File: src/rtl/control_multiciclo.sv
// Multi-cycle control FSM: sequences fetch/decode/execute/mem/writeback for the 32-bit datapath
// and runs bounded req/ready handshakes with instruction and data memory.
module control_multiciclo #(
  parameter int OPC_W   = 6,
  parameter int TIMEOUT = 15
) (
  input  logic             clk_i,
  input  logic             rst_i,
  input  logic [OPC_W-1:0] opcode_i,
  input  logic             zero_i,
  input  logic             imem_ready_i,
  input  logic             dmem_ready_i,
  output logic             imem_req_o,
  output logic             dmem_req_o,
  output logic             dmem_we_o,
  output logic             ir_we_o,
  output logic             pc_we_o,
  output logic             reg_we_o,
  output logic             sel_mux1_o,
  output logic             sel_mux2_o,
  output logic             sel_mux3_o,
  output logic             sel_mux4_o,
  output logic [1:0]       alu_op_o,
  output logic             instr_done_o,
  output logic             illegal_op_o,
  output logic             bus_err_o
);

  localparam int CNT_W = $clog2(TIMEOUT + 1);

  localparam logic [OPC_W-1:0] OP_R    = OPC_W'(6'h00);
  localparam logic [OPC_W-1:0] OP_LW   = OPC_W'(6'h23);
  localparam logic [OPC_W-1:0] OP_SW   = OPC_W'(6'h2B);
  localparam logic [OPC_W-1:0] OP_BEQ  = OPC_W'(6'h04);
  localparam logic [OPC_W-1:0] OP_ADDI = OPC_W'(6'h08);

  localparam logic [1:0] ALU_ADD   = 2'b00;
  localparam logic [1:0] ALU_SUB   = 2'b01;
  localparam logic [1:0] ALU_FUNCT = 2'b10;

  typedef enum logic [2:0] {
    S_IDLE,
    S_FETCH,
    S_DECODE,
    S_EXEC,
    S_MEM,
    S_WB,
    S_ERR
  } state_e;

  state_e           state_q, state_d;
  logic [OPC_W-1:0] opc_q, opc_d;
  logic [CNT_W-1:0] wait_q, wait_d;
  logic             cause_q, cause_d;   // 1 = bus timeout, 0 = illegal opcode
  logic             timeout_hit;
  logic             opc_legal;

  assign timeout_hit = (wait_q == CNT_W'(TIMEOUT - 1));
  assign opc_legal   = (opcode_i == OP_R)  || (opcode_i == OP_LW)  || (opcode_i == OP_SW) ||
                       (opcode_i == OP_BEQ) || (opcode_i == OP_ADDI);

  // Reset drops state to IDLE at once, so every write enable deasserts without waiting for a clock.
  always_ff @(posedge clk_i or posedge rst_i) begin
    if (rst_i) begin
      state_q <= S_IDLE;
      opc_q   <= '0;
      wait_q  <= '0;
      cause_q <= 1'b0;
    end else begin
      state_q <= state_d;
      opc_q   <= opc_d;
      wait_q  <= wait_d;
      cause_q <= cause_d;
    end
  end

  always_comb begin
    state_d      = state_q;
    opc_d        = opc_q;
    wait_d       = wait_q;
    cause_d      = cause_q;
    imem_req_o   = 1'b0;
    dmem_req_o   = 1'b0;
    dmem_we_o    = 1'b0;
    ir_we_o      = 1'b0;
    pc_we_o      = 1'b0;
    reg_we_o     = 1'b0;
    sel_mux1_o   = 1'b0;
    sel_mux2_o   = 1'b0;
    sel_mux3_o   = 1'b0;
    sel_mux4_o   = 1'b0;
    alu_op_o     = ALU_ADD;
    instr_done_o = 1'b0;
    illegal_op_o = 1'b0;
    bus_err_o    = 1'b0;

    unique case (state_q)
      S_IDLE: state_d = S_FETCH;

      S_FETCH: begin
        imem_req_o = 1'b1;
        if (imem_ready_i) begin
          ir_we_o = 1'b1;
          pc_we_o = 1'b1;
          state_d = S_DECODE;
        end else if (timeout_hit) begin
          cause_d = 1'b1;
          state_d = S_ERR;
        end else begin
          wait_d = wait_q + 1'b1;
        end
      end

      S_DECODE: begin
        opc_d = opcode_i;
        if (opc_legal) begin
          state_d = S_EXEC;
        end else begin
          cause_d = 1'b0;
          state_d = S_ERR;
        end
      end

      S_EXEC: begin
        if (opc_q == OP_R) begin
          alu_op_o = ALU_FUNCT;
          state_d  = S_WB;
        end else if (opc_q == OP_LW || opc_q == OP_SW) begin
          sel_mux4_o = 1'b1;
          state_d    = S_MEM;
        end else if (opc_q == OP_ADDI) begin
          sel_mux4_o = 1'b1;
          state_d    = S_WB;
        end else begin
          alu_op_o     = ALU_SUB;
          sel_mux3_o   = 1'b1;
          pc_we_o      = zero_i;
          instr_done_o = 1'b1;
          state_d      = S_FETCH;
        end
      end

      // Address stays on the ALU output (base + immediate) for the whole access.
      S_MEM: begin
        dmem_req_o = 1'b1;
        dmem_we_o  = (opc_q == OP_SW);
        sel_mux4_o = 1'b1;
        if (dmem_ready_i) begin
          if (opc_q == OP_SW) begin
            instr_done_o = 1'b1;
            state_d      = S_FETCH;
          end else begin
            state_d = S_WB;
          end
        end else if (timeout_hit) begin
          cause_d = 1'b1;
          state_d = S_ERR;
        end else begin
          wait_d = wait_q + 1'b1;
        end
      end

      S_WB: begin
        reg_we_o     = 1'b1;
        instr_done_o = 1'b1;
        sel_mux1_o   = (opc_q == OP_R);
        sel_mux2_o   = (opc_q == OP_LW);
        state_d      = S_FETCH;
      end

      S_ERR: begin
        illegal_op_o = ~cause_q;
        bus_err_o    = cause_q;
        state_d      = S_FETCH;
      end

      default: state_d = S_IDLE;
    endcase

    // Any state change starts a fresh wait window for the next FETCH/MEM.
    if (state_d != state_q) begin
      wait_d = '0;
    end
  end

endmodule

File: config.mk
export PLATFORM = sky130hd
export DESIGN_NAME = control_multiciclo
export DESIGN_NICKNAME = d
export VERILOG_FILES = /design/src/rtl/control_multiciclo.sv
export SDC_FILE = /design/constraint.sdc
export NUM_CORES = 1
export LEC_CHECK = 0
export CAP_MARGIN = 20
export CORE_MARGIN = 2
export CORE_UTILIZATION = 47
export CTS_CLUSTER_SIZE = 24
export DETAILED_ROUTE_END_ITERATION = 10
export PLACE_DENSITY = 0.8
export SLEW_MARGIN = 25
export SYNTH_ARGS = -nofsm -noshare
export SYNTH_HDL_FRONTEND = slang
export SYNTH_SLANG_ARGS = --single-unit
File: constraint.sdc
create_clock -name clk_i -period 1.6 [get_ports clk_i]
set_input_delay 0.16 -clock clk_i [delete_from_list [all_inputs] [get_ports clk_i]]
set_output_delay 0.16 -clock clk_i [all_outputs]
set_load 0.02 [all_outputs]
==> results.txt <==
The flow ran to the end, but the final reports show violations. The checks that failed: setup timing. After detailed placement, the design holds a cell count of 187.

Biggest area consumer among synthesized cells: sky130_fd_sc_hd__dfrtp_1. Of all nets on the critical path, the largest fanout is 4. For this run, the number of Yosys warnings is 0.

The number of buffers added by the clock tree synthesis step was 3. Of the synthesized area, sequential elements account for 36.7%. Setup violations remaining at the end of the flow were counted as 14. The clock arrives with 0.00561 ns of skew. The predominant post-synthesis flop cell is sky130_fd_sc_hd__dfrtp_1. The smallest setup slack after layout is -0.192 ns. The total power of the final layout is 2980 uW.

The tools report the count of final hold-check violations as 0. By instance count, the cell type seen most on the critical path is sky130_fd_sc_hd__buf_4. The via density per instance works out to 5.89. The leakage dissipation came out at 0.000758 uW.

Sorting the synthesized cells by how often they occur yields sky130_fd_sc_hd__nor2_1 (15), sky130_fd_sc_hd__dfrtp_1 (14), sky130_fd_sc_hd__o21ai_0 (7). Dividing the final minimum period by the clock period gives 112%. The placed instances occupy a cell area of 1460 um2.

TritonCTS built the clock tree. Dividing the detail-routed wire length by the instance count gives 17.2 um. Counting every sink on the clock net gives 14.

The logs give 82.9% for the share of the core filled with cells in the final layout and 0.28 ns for the latest clock arrival within the worst-skew pair. In this run the power density over the cells is 1850 nW/um2. After routing the design area is 1610 um2. At the pin with the least slew margin, the transition time is 0.573 ns. The tools report the data arrival time at the worst-slack endpoint as 2.01 ns. For this run the aggregate overflow at the end of global routing stands at 0. Clock tree synthesis selected as its root buffer the cell sky130_fd_sc_hd__clkbuf_4.

After technology mapping, the gate count stands at 108. The final critical path time including I/O delays and setup was 1.79 ns. Across all layers, the routed design uses 1,167 vias.

The count of input and output buffers came out at 25. Number of enable-type register cells in the synthesized netlist: 0. 26 I/O pins were placed.

Synthesis inferred 14 register bits. The initial utilization of the core area, before any placement, comes to 49.2%. Walking the worst path, the cells encountered are nor3_2 -> buf_4 -> buf_4 -> buf_4 -> buf_4 -> o211ai_1 -> o211a_1 -> o221ai_4 -> nor2_1. The tools report the via count of the first global-routing pass as 1,112.

Yosys attributes the largest share of cell area to sky130_fd_sc_hd__dfrtp_1 (37%), sky130_fd_sc_hd__mux2_2 (7.1%), sky130_fd_sc_hd__nor2_1 (5.9%). The die covers 2410 um2. For this block, the initial DRC count from the detailed router was 50.

Count of H-tree levels built during CTS: 1. Routed wire length: 3400 um. The proportion of layout cells with a drive suffix above 1 came out at 54.4%. Initial antenna violation count: 0.

The maximum clock rate came out at 558 MHz. After floorplanning, the core was divided into 16 placement rows. Once detail routing completed, the nets flagged for antenna violations numbered 0. The run gives 0 as the number of max-cap violations. The first-pass GRT wire length was 4970 um. From left edge to right edge, the die measures 49.1 um.

The tools report the count of cell types in the netlist as 42. The die is 49.1 um tall. Clock-pin slew was measured on the worst setup and hold paths at 0.08 ns. Global routing consumed, over all layers together, 27.1% of the routing resources. The tools report the number of max-slew violations in the final report as 0. The netlist area before placement is 955 um2, and the worst-case register-to-register setup slack is -0.19 ns. The first TritonRoute pass finished after 4 iterations. In this run the deepest clock path goes through 2 buffers. In the routed design, unresolved DRC markers number 0. The worst setup path is of the reg -> reg kind. The run gives 0.00118 V as the maximum ir drop on the vdd rail. Of all flip-flops after synthesis, the portion carrying an async set or reset was 100%. The logs give 15 for the maximum number of pins on one net before global-route repair and 1.82 ns for the required arrival time at the worst endpoint. Setup repair after global routing could not meet its margin everywhere.

The post-DP HPWL was 2270 um; the per-instance average area after synthesis was 8.84 um2. The number of antenna diodes in the final layout is 0. The layout has 105 filler cells. The synthesized design devotes to its leading area cell type 36.7% of total area.

The run gives -1.55 ns as the total negative slack. When the netlist entered floorplanning its net count stood at 121. The worst min-delay path class was in -> async. STA classifies the critical path endpoint as a register. The largest single stage delay on the critical path is 0.43 ns. Relative to the synthesized area, the layout overhead comes to 68.7%.

Critical-path cell with the highest stage delay: sky130_fd_sc_hd__dfrtp_1. The dominant cell by count in the synthesized netlist was sky130_fd_sc_hd__nor2_1. The type of element launching the critical path was a register. Placeable core region: 1940 um2. The tools report the worst slew margin relative to its limit as 61.7%.

The number of nets in the layout is 186. The routability congestion estimate came out at 0.865. The final cell count without fillers came out at 198.
## layer usage
metal | vias to the layer above | routed length (um) | track usage (%)
li1 | 520 | - | -
met1 | 563 | 1340 | 31.2
met2 | 67 | 1750 | 50.5
met3 | 17 | 220 | 4.60
met4 | 0 | 98 | 8.10
met5 | - | 0 | 0
## power by group
group | internal [uW] | switching, uW
sequential | 503 | 158
clock | 87.4 | 114
combinational | 1070 | 1050
total | 1660 | 1320
## critical path, delay by kind of cell (launching register included)
family | cells | cell delay (ns)
DFF | 1 | 0.43
AOI/OAI and AO/OA | 3 | 0.60
buffers and inverters | 4 | 0.52
and+or+nand+nor | 2 | 0.18
## layout make-up
cell class / instances / area [um2] / area share, %
repair buffers: 66 / 522 / 32.4
inverters: 6 / 22.5 / 1.40
well taps: 27 / 33.8 / 2.10
flip-flops and latches: 14 / 352 / 21.8
multi-input cells: 82 / 658 / 40.9
clock buffers: 3 / 22.5 / 1.40
## placed cells by master (no fill, tap or decap), types with 2 or more instances in the layout
cell type	netlist	layout
sky130_fd_sc_hd__nor2_2	1	3
sky130_fd_sc_hd__nor2_1	15	13
sky130_fd_sc_hd__ha_1	2	2
sky130_fd_sc_hd__nor2b_2	0	2
sky130_fd_sc_hd__nor3_1	4	2
sky130_fd_sc_hd__nand3_1	3	2
sky130_fd_sc_hd__nand2b_1	2	2
sky130_fd_sc_hd__buf_2	3	4
sky130_fd_sc_hd__buf_6	1	4
sky130_fd_sc_hd__nand2_1	5	3
sky130_fd_sc_hd__a21oi_2	1	3
sky130_fd_sc_hd__clkbuf_2	1	3
sky130_fd_sc_hd__a41o_1	2	2
sky130_fd_sc_hd__a21oi_1	4	2
sky130_fd_sc_hd__nand2_2	0	2
sky130_fd_sc_hd__mux2_2	6	6
sky130_fd_sc_hd__clkbuf_4	0	3
sky130_fd_sc_hd__and3_1	3	2
sky130_fd_sc_hd__o21ai_1	0	2
sky130_fd_sc_hd__a31o_2	2	2
sky130_fd_sc_hd__o21ai_0	7	4
sky130_fd_sc_hd__buf_4	1	44
sky130_fd_sc_hd__dfrtp_1	14	13
sky130_fd_sc_hd__inv_1	5	5
sky130_fd_sc_hd__clkdlybuf4s50_1	0	10
sky130_fd_sc_hd__nor3_2	0	2
## state kept, by name (all words and copies together) (netlist names)
register	count
state_q	3
opc_q	6
cause_q	1
wait_q	4
## timing repair
action,CTS,global route
resized for setup,76,20
pin swaps,2,4
hold buffers,0,0
buffers inserted,4,4
endpoints found under the setup margin,25,26
## metrics by stage
| step | setup WS, ns | hold WS (ns) |
|---|---|---|
| 6_report | -0.192 | 0.223 |
| 5_1_grt | -0.246 | 0.309 |
| 4_1_cts | -0.187 | 0.243 |
| 3_5_place_dp | -0.295 | 0.524 |
| 3_3_place_gp | -0.259 | 0.519 |
| 2_1_floorplan | -0.0163 | 0.0492 |
## cell families after synthesis
logic type	count (synthesis)	share of synthesized area (%)
AOI/OAI and AO/OA	28	22.2
xor gates and xnor gates	2	1.84
adders and majority gates	2	2.62
buffers and inverters	12	6.42
DFF	14	36.7
muxes	6	7.08
and+or+nand+nor	44	23.2
## final timing paths
| kind | cells after the start | end | from |
|---|---|---|---|
| worst max-delay path | 9 | wait_q[2] | opc_q[1] |
| worst min-delay path | 2 | wait_q[2] | rst_i |
| worst max register to register | 9 | wait_q[2] | opc_q[1] |
| worst min register to register | 2 | wait_q[0] | wait_q[0] |
| max in group asynchronous | 2 | state_q[1] | rst_i |
| min in group clk_i | 2 | wait_q[0] | wait_q[0] |
No activity file was read; power rests on OpenSTA's default activity.
